--- config.mk ---
export PLATFORM = sky130hd
export DESIGN_NAME = data_proc_ctrl_flat
export DESIGN_NICKNAME = d
export VERILOG_FILES = /design/src/rtl/data_proc_ctrl_if.sv /design/src/rtl/data_proc_ctrl.sv /design/src/flat_wrapper.sv
export SDC_FILE = /design/constraint.sdc
export NUM_CORES = 1
export LEC_CHECK = 0
export ABC_AREA = 1
export BUFFER_PORTS_ARGS = -buffer_cell sky130_fd_sc_hd__buf_4
export CORE_UTILIZATION = 62
export CTS_CLUSTER_DIAMETER = 200
export DETAILED_ROUTE_END_ITERATION = 7
export GPL_ROUTABILITY_DRIVEN = 0
export MAX_ROUTING_LAYER = met4
export PLACE_DENSITY = 0.83
export SKIP_CTS_REPAIR_TIMING = 1
export SLEW_MARGIN = 20
export SYNTH_ARGS = -nofsm -noshare
export SYNTH_HDL_FRONTEND = slang
export SYNTH_SLANG_ARGS = --single-unit
--- constraint.sdc ---
create_clock -name clk -period 4.6 [get_ports clk]
set_clock_uncertainty 0.05 [all_clocks]
set_input_delay 0.92 -clock clk [delete_from_list [all_inputs] [get_ports clk]]
set_output_delay 0.92 -clock clk [all_outputs]
set_load 0.005 [all_outputs]
--- src/rtl/data_proc_ctrl_if.sv ---
// Bundle of CPU register bus, pixel stream and processing-core handshakes for data_proc_ctrl.
// slave is the controller side; master is the surrounding system (CPU, producer, core).
interface data_proc_ctrl_if;
  logic        mem_valid;
  logic        mem_ready;
  logic [7:0]  mem_addr;
  logic [31:0] mem_wdata;
  logic [3:0]  mem_wstrb;
  logic [31:0] mem_rdata;
  logic        src_valid;
  logic        src_ready;
  logic        proc_in_valid;
  logic        proc_in_ready;
  logic        proc_out_valid;
  logic        proc_out_ready;
  logic [1:0]  proc_mode;
  logic [71:0] proc_kernel;
  logic        irq;

  modport slave (
    input  mem_valid, mem_addr, mem_wdata, mem_wstrb,
    output mem_ready, mem_rdata,
    input  src_valid, proc_in_ready, proc_out_valid, proc_out_ready,
    output src_ready, proc_in_valid, proc_mode, proc_kernel, irq
  );

  modport master (
    output mem_valid, mem_addr, mem_wdata, mem_wstrb,
    input  mem_ready, mem_rdata,
    output src_valid, proc_in_ready, proc_out_valid, proc_out_ready,
    input  src_ready, proc_in_valid, proc_mode, proc_kernel, irq
  );
endinterface

--- src/rtl/data_proc_ctrl.sv ---
// Frame controller: register file, IDLE/RUN/DRAIN/DONE sequencer gating the pixel stream into the core.
// Bus acks one cycle after request; stream gating is combinational. irq exists only with DATA_PROC_CTRL_IRQ_EN.
module data_proc_ctrl (
  input  logic           clk,
  input  logic           rstn,
  data_proc_ctrl_if.slave bus
);

  typedef enum logic [1:0] {
    S_IDLE  = 2'd0,
    S_RUN   = 2'd1,
    S_DRAIN = 2'd2,
    S_DONE  = 2'd3
  } state_t;

  state_t      r_state;
  logic        r_ready;
  logic        r_wait;
  logic [31:0] r_rdata;
  logic [1:0]  r_mode;
  logic [71:0] r_kernel;
  logic [19:0] r_frame_len;
  logic [19:0] r_len_act;
  logic [19:0] r_in_cnt;
  logic [19:0] r_out_cnt;
  logic [15:0] r_frame_cnt;
  logic        r_done;
  logic        r_aborted;
  logic        r_len_err;
  logic [1:0]  r_proc_mode;
  logic [71:0] r_proc_kernel;

  logic        w_acc;
  logic        w_wr;
  logic        w_ctrl_wr;
  logic        w_start;
  logic        w_abort;
  logic        w_done_clr;
  logic        w_irq_en;
  logic        w_in_beat;
  logic        w_out_beat;
  logic [19:0] w_out_next;
  logic [31:0] w_status;
  logic [31:0] w_rd_val;

  function automatic logic [31:0] f_merge(input logic [31:0] old_v, input logic [31:0] new_v,
                                          input logic [3:0] strb);
    logic [31:0] res;
    res = old_v;
    for (int b = 0; b < 4; b++) begin
      if (strb[b]) res[8*b +: 8] = new_v[8*b +: 8];
    end
    return res;
  endfunction

  // A request is taken only when no ack is in flight and valid has dropped since the last ack.
  assign w_acc      = bus.mem_valid && !r_ready && !r_wait;
  assign w_wr       = w_acc && (bus.mem_wstrb != 4'h0);
  assign w_ctrl_wr  = w_wr && (bus.mem_addr == 8'h14) && bus.mem_wstrb[0];
  assign w_start    = w_ctrl_wr && bus.mem_wdata[0];
  assign w_abort    = w_ctrl_wr && bus.mem_wdata[1];
  assign w_done_clr = w_ctrl_wr && bus.mem_wdata[3];

  assign w_in_beat  = bus.src_valid && bus.proc_in_ready && (r_state == S_RUN);
  assign w_out_beat = bus.proc_out_valid && bus.proc_out_ready &&
                      ((r_state == S_RUN) || (r_state == S_DRAIN));
  assign w_out_next = r_out_cnt + {19'h0, w_out_beat};

  assign w_status = {26'h0, r_state, r_len_err, r_aborted, r_done, (r_state != S_IDLE)};

  always_comb begin
    w_rd_val = '0;
    case (bus.mem_addr)
      8'h00:   w_rd_val[1:0]  = r_mode;
      8'h04:   w_rd_val       = r_kernel[31:0];
      8'h08:   w_rd_val       = r_kernel[63:32];
      8'h0C:   w_rd_val[7:0]  = r_kernel[71:64];
      8'h10:   w_rd_val       = w_status;
      8'h14:   w_rd_val[2]    = w_irq_en;
      8'h18:   w_rd_val[19:0] = r_frame_len;
      8'h1C:   w_rd_val[19:0] = r_in_cnt;
      8'h20:   w_rd_val[19:0] = r_out_cnt;
      8'h24:   w_rd_val[15:0] = r_frame_cnt;
      default: w_rd_val       = '0;
    endcase
  end

  always_ff @(posedge clk or negedge rstn) begin
    if (!rstn) begin
      r_ready     <= 1'b0;
      r_wait      <= 1'b0;
      r_rdata     <= '0;
      r_mode      <= '0;
      r_kernel    <= '0;
      r_frame_len <= '0;
    end else begin
      r_ready <= w_acc;
      r_wait  <= bus.mem_valid && (r_ready || r_wait);
      if (w_acc) r_rdata <= w_wr ? 32'h0 : w_rd_val;
      if (w_wr) begin
        case (bus.mem_addr)
          8'h00: if (bus.mem_wstrb[0]) r_mode <= bus.mem_wdata[1:0];
          8'h04: r_kernel[31:0]  <= f_merge(r_kernel[31:0], bus.mem_wdata, bus.mem_wstrb);
          8'h08: r_kernel[63:32] <= f_merge(r_kernel[63:32], bus.mem_wdata, bus.mem_wstrb);
          8'h0C: if (bus.mem_wstrb[0]) r_kernel[71:64] <= bus.mem_wdata[7:0];
          8'h18: begin
            if (bus.mem_wstrb[0]) r_frame_len[7:0]   <= bus.mem_wdata[7:0];
            if (bus.mem_wstrb[1]) r_frame_len[15:8]  <= bus.mem_wdata[15:8];
            if (bus.mem_wstrb[2]) r_frame_len[19:16] <= bus.mem_wdata[19:16];
          end
          default: ;
        endcase
      end
    end
  end

  always_ff @(posedge clk or negedge rstn) begin
    if (!rstn) begin
      r_state       <= S_IDLE;
      r_len_act     <= '0;
      r_in_cnt      <= '0;
      r_out_cnt     <= '0;
      r_frame_cnt   <= '0;
      r_done        <= 1'b0;
      r_aborted     <= 1'b0;
      r_len_err     <= 1'b0;
      r_proc_mode   <= '0;
      r_proc_kernel <= '0;
    end else begin
      // The DONE set further down is a later assignment, so it overrides a same-cycle clear.
      if (w_done_clr) r_done <= 1'b0;
      if (r_state == S_IDLE) begin
        if (w_start) begin
          r_aborted <= 1'b0;
          if (r_frame_len != 20'h0) begin
            r_state       <= S_RUN;
            r_len_act     <= r_frame_len;
            r_in_cnt      <= '0;
            r_out_cnt     <= '0;
            r_len_err     <= 1'b0;
            r_proc_mode   <= r_mode;
            r_proc_kernel <= r_kernel;
          end else begin
            r_len_err <= 1'b1;
          end
        end
      end else if (w_abort) begin
        r_state   <= S_IDLE;
        r_aborted <= 1'b1;
      end else if (r_state == S_RUN) begin
        r_out_cnt <= w_out_next;
        if (w_in_beat) begin
          r_in_cnt <= r_in_cnt + 20'd1;
          if ((r_in_cnt + 20'd1) == r_len_act) r_state <= S_DRAIN;
        end
      end else if (r_state == S_DRAIN) begin
        r_out_cnt <= w_out_next;
        if (w_out_next == r_len_act) r_state <= S_DONE;
      end else begin
        r_state     <= S_IDLE;
        r_done      <= 1'b1;
        r_frame_cnt <= r_frame_cnt + 16'd1;
      end
    end
  end

`ifdef DATA_PROC_CTRL_IRQ_EN
  logic r_irq_en;

  always_ff @(posedge clk or negedge rstn) begin
    if (!rstn) r_irq_en <= 1'b0;
    else if (w_ctrl_wr) r_irq_en <= bus.mem_wdata[2];
  end

  assign w_irq_en = r_irq_en;
  assign bus.irq  = r_irq_en && (r_done || r_aborted);
`else
  assign w_irq_en = 1'b0;
  assign bus.irq  = 1'b0;
`endif

  assign bus.mem_ready     = r_ready;
  assign bus.mem_rdata     = r_rdata;
  assign bus.proc_in_valid = bus.src_valid && (r_state == S_RUN);
  assign bus.src_ready     = bus.proc_in_ready && (r_state == S_RUN);
  assign bus.proc_mode     = r_proc_mode;
  assign bus.proc_kernel   = r_proc_kernel;

endmodule

--- src/flat_wrapper.sv ---
// flat-port wrapper written by rule: the top's interface ports become plain ports
module data_proc_ctrl_flat 
  (clk, rstn, bus_mem_valid, bus_mem_addr, bus_mem_wdata, bus_mem_wstrb, bus_mem_ready, bus_mem_rdata, bus_src_valid, bus_proc_in_ready, bus_proc_out_valid, bus_proc_out_ready, bus_src_ready, bus_proc_in_valid, bus_proc_mode, bus_proc_kernel, bus_irq);
  data_proc_ctrl_if bus_i ();
  input  logic clk;
  input  logic rstn;
  input wire logic [$bits(bus_i.mem_valid)-1:0] bus_mem_valid;
  input wire logic [$bits(bus_i.mem_addr)-1:0] bus_mem_addr;
  input wire logic [$bits(bus_i.mem_wdata)-1:0] bus_mem_wdata;
  input wire logic [$bits(bus_i.mem_wstrb)-1:0] bus_mem_wstrb;
  output wire logic [$bits(bus_i.mem_ready)-1:0] bus_mem_ready;
  output wire logic [$bits(bus_i.mem_rdata)-1:0] bus_mem_rdata;
  input wire logic [$bits(bus_i.src_valid)-1:0] bus_src_valid;
  input wire logic [$bits(bus_i.proc_in_ready)-1:0] bus_proc_in_ready;
  input wire logic [$bits(bus_i.proc_out_valid)-1:0] bus_proc_out_valid;
  input wire logic [$bits(bus_i.proc_out_ready)-1:0] bus_proc_out_ready;
  output wire logic [$bits(bus_i.src_ready)-1:0] bus_src_ready;
  output wire logic [$bits(bus_i.proc_in_valid)-1:0] bus_proc_in_valid;
  output wire logic [$bits(bus_i.proc_mode)-1:0] bus_proc_mode;
  output wire logic [$bits(bus_i.proc_kernel)-1:0] bus_proc_kernel;
  output wire logic [$bits(bus_i.irq)-1:0] bus_irq;
  assign bus_i.mem_valid = bus_mem_valid;
  assign bus_i.mem_addr = bus_mem_addr;
  assign bus_i.mem_wdata = bus_mem_wdata;
  assign bus_i.mem_wstrb = bus_mem_wstrb;
  assign bus_mem_ready = bus_i.mem_ready;
  assign bus_mem_rdata = bus_i.mem_rdata;
  assign bus_i.src_valid = bus_src_valid;
  assign bus_i.proc_in_ready = bus_proc_in_ready;
  assign bus_i.proc_out_valid = bus_proc_out_valid;
  assign bus_i.proc_out_ready = bus_proc_out_ready;
  assign bus_src_ready = bus_i.src_ready;
  assign bus_proc_in_valid = bus_i.proc_in_valid;
  assign bus_proc_mode = bus_i.proc_mode;
  assign bus_proc_kernel = bus_i.proc_kernel;
  assign bus_irq = bus_i.irq;
  data_proc_ctrl u_core (.clk(clk), .rstn(rstn), .bus(bus_i));
endmodule
==> reports/metrics.cfg <==
[outcome]
status = finished, final reports clean

[sta]
rsz0062_at_grt = false
fin_crit_sh_pct = 69.4
hold_viol_final = 0
fin_hold_ws_ps = 310
setup_tns_ps = 0
slew_violations = 0
setup_slack_ps = 1410
clock.fmax_mhz = 313
finalCriticalPeriod_ps = 3190
relSlewSlack_pct = 34.9
finalSetupViolCount = 0
tightest_slew_ps = 974

[clock_network]
cts_inserted_buffers = 28
clock_sinks = 283
path_clk_slew_ps = 70
insertion_delay_ps = 550
clockRootBuffer = clkbuf_16
cts_tree = done
htreeDepth = 1
clock_path_buffers = 3

[setup_path]
crit_path_start = u_core.r_state[1]
critical_path_class = flop to flop
critPathMaxStageDelay_ps = 430
worstPathMaxFanout = 5
crit_family = simple AND/OR/NAND/NOR gates
critical_path_buf_inv_count = 4
critPathSlowestCell = dfrtp_1
end_kind = flop
start_kind = flop
arrival_ps = 3570
required_ps = 4980
cp_cell_sequence = inv_1 > ha_1 > inv_1 > nor2_1 > ha_1 > nand3_2 > inv_1 > nand2_1 > inv_1 > nand3_1 > nand3_1 > nand2_1 > nor2_1 > nand2_1 > nor2_1 > nand3_1 > a21oi_2 > nand2_1 > nand2_1 > nand2_1
path_common_cell = nand2_1
r2r-start = u_core.r_state[1]

[synthesis]
ys_ff_latch = 283
syn_nets = 1760
yosys.area.top_type = dfrtp_1
ys_top_cells_by_area = dfrtp_1 52%, nand2_1 13%, inv_1 6.0%, o21ai_0 5.5%, nand3_1 3.8%
synthMuxAreaShare_pct = 0
synthXorXnorAreaFrac_pct = 1.87
ys_warn_count = 0
ys_async_sr_fraction_pct = 100
ys_seq_area_share_pct = 52.0
synth_edf_count = 0
ys.flop_type = dfrtp_1
synthAdderAreaFrac_pct = 0.827
synth.avg_cell_area_sq_um = 8.01
synthDominantCellAreaShare_pct = 52.0
netlist-cell-type-count = 45
synth_compound_area_share_pct = 13.3
netlist_area_sq_um = 13600
synth_top_family_by_area = simple AND/OR/NAND/NOR gates
synthCells = 1700
synthSimpleGateAreaFrac_pct = 24.0

[floorplan]
die-area_sq_um = 22600
initial_core_util_pct = 64.0
chipWidth_um = 150
core_area_sq_um = 21300
placementRows = 53
fp.dieH_um = 150
ios = 161

[finish]
nets = 1903
seq_area_sq_um = 7080
final_cells = 2135
final_cell_mix = 484 x nand2_1, 283 x dfrtp_1, 216 x inv_1
final_common_cell = nand2_1
syn2layout_area_growth_pct = 16.8
n_antenna_cell = 0
multiInputGateArea_sq_um = 5440
drive_above_1_share_pct = 12.8
fill_cells = 1525

[drt]
drt_wl_total_um = 39700
first_pass_iters = 7
drtIter0Drc = 1468
drcViolationCount = 0
antenna_left = 0
vias = 12706
vias_per_cell = 5.95
wire_per_inst_um = 18.6

[placement]
portBuffers = 159
dp_slack_ps = 971
place_hpwl_um = 28100
dp.cells = 2088

[power]
max-vdd-ir-drop_mv = 0.400
power-per-cell-area_nw_per_um2 = 565
p_leak_nw = 8.43

[global_route]
grt_antenna_before_repair = 0
grt_usage_pct = 37.0
grt_first_pass_wirelength_um = 62500
grt_pass1_vias = 12055
grt_max_degree = 169
gr-total-overflow = 0

[flow_run]
drv_cap = 0

[worst_hold_path]
hp-class = input port to async pin

-- registers in the layout (all words and copies together), names as in the netlist --
name and flops:
u_core.bus.proc_kernel 72, u_core.r_kernel 72, u_core.bus.mem_rdata 32, u_core.r_frame_len 20, u_core.r_in_cnt 20, u_core.r_len_act 20, u_core.r_out_cnt 20, u_core.r_frame_cnt 16
u_core.bus.proc_mode 2, u_core.r_mode 2, u_core.r_state 2, u_core.bus.mem_ready 1, u_core.r_aborted 1, u_core.r_done 1, u_core.r_len_err 1, u_core.r_wait 1
-- Yosys cell counts, types with 3 or more instances --
cell type,count
nand2_1,484
dfrtp_1,283
inv_1,216
o21ai_0,151
nor2_1,123
nand3_1,103
o22ai_1,81
a21oi_1,63
clkbuf_1,28
xor2_1,25
nor3_1,20
nand4_1,18
buf_2,15
a221oi_1,11
ha_1,9
buf_4,8
nor2_2,7
o21ai_1,7
a211oi_1,4
nand2_2,4
nor2_4,4
xnor2_1,4
nor3_4,3
-- per-stage QoR --
stage	cell area (sq um)	utilization (%)	power (mW)
3_5_place_dp	15000	70.4	6.54
4_1_cts	15900	74.7	8.87
5_1_grt	15900	74.7	9.52
2_1_floorplan	13600	-	5.61
6_report	15900	74.7	8.99
3_3_place_gp	15000	70.4	6.42
-- power breakdown --
part / total (mW) / internal, mW / switching, mW
Sequential: 2.94 / 2.70 / 0.246
Clock: 2.32 / 1.35 / 0.975
Combinational: 3.72 / 1.15 / 2.57
-- cell type report --
type | count | share of cell area [%]
sequential | 283 | 44.5
inverter | 220 | 5.19
clock inverter | 9 | 0.668
tap | 275 | 2.16
multi-input combinational | 1142 | 34.2
timing repair buffer | 168 | 8.13
clock buffer | 38 | 5.15
-- path summary, 6_finish.rpt --
path / depth (start not counted) / slack (ps) / end
worst max-delay path: 20 / 1410 / u_core.r_state[0]
worst min-delay path: 1 / 310 / u_core.r_len_act[15]
worst max register to register: 20 / 1410 / u_core.r_state[0]
worst min register to register: 2 / 420 / u_core.bus.proc_kernel[33]
max in group asynchronous: 2 / 3030 / u_core.r_len_err
min in group clk: 2 / 420 / u_core.bus.proc_kernel[33]
-- layer usage --
metal	global-route usage (%)	wire length, um	up-vias
met2	54.7	17700	744
met1	49.7	16000	6042
li1	-	-	5795
met3	9.12	4440	125
met4	13.8	1470	0
met5	-	0	-
-- logic make-up (layout without fill, tap and decap cells) --
family                     count (synthesis)  after routing
buffers and inverters                    275            435
other                                      1              1
xor gates and xnor gates                  29             29
DFF                                      283            283
and+or+nand+nor                          778            778
AOI/OAI and AO/OA                        325            325
adders and majority gates                  9              9
(Power assumes the default switching activity.)
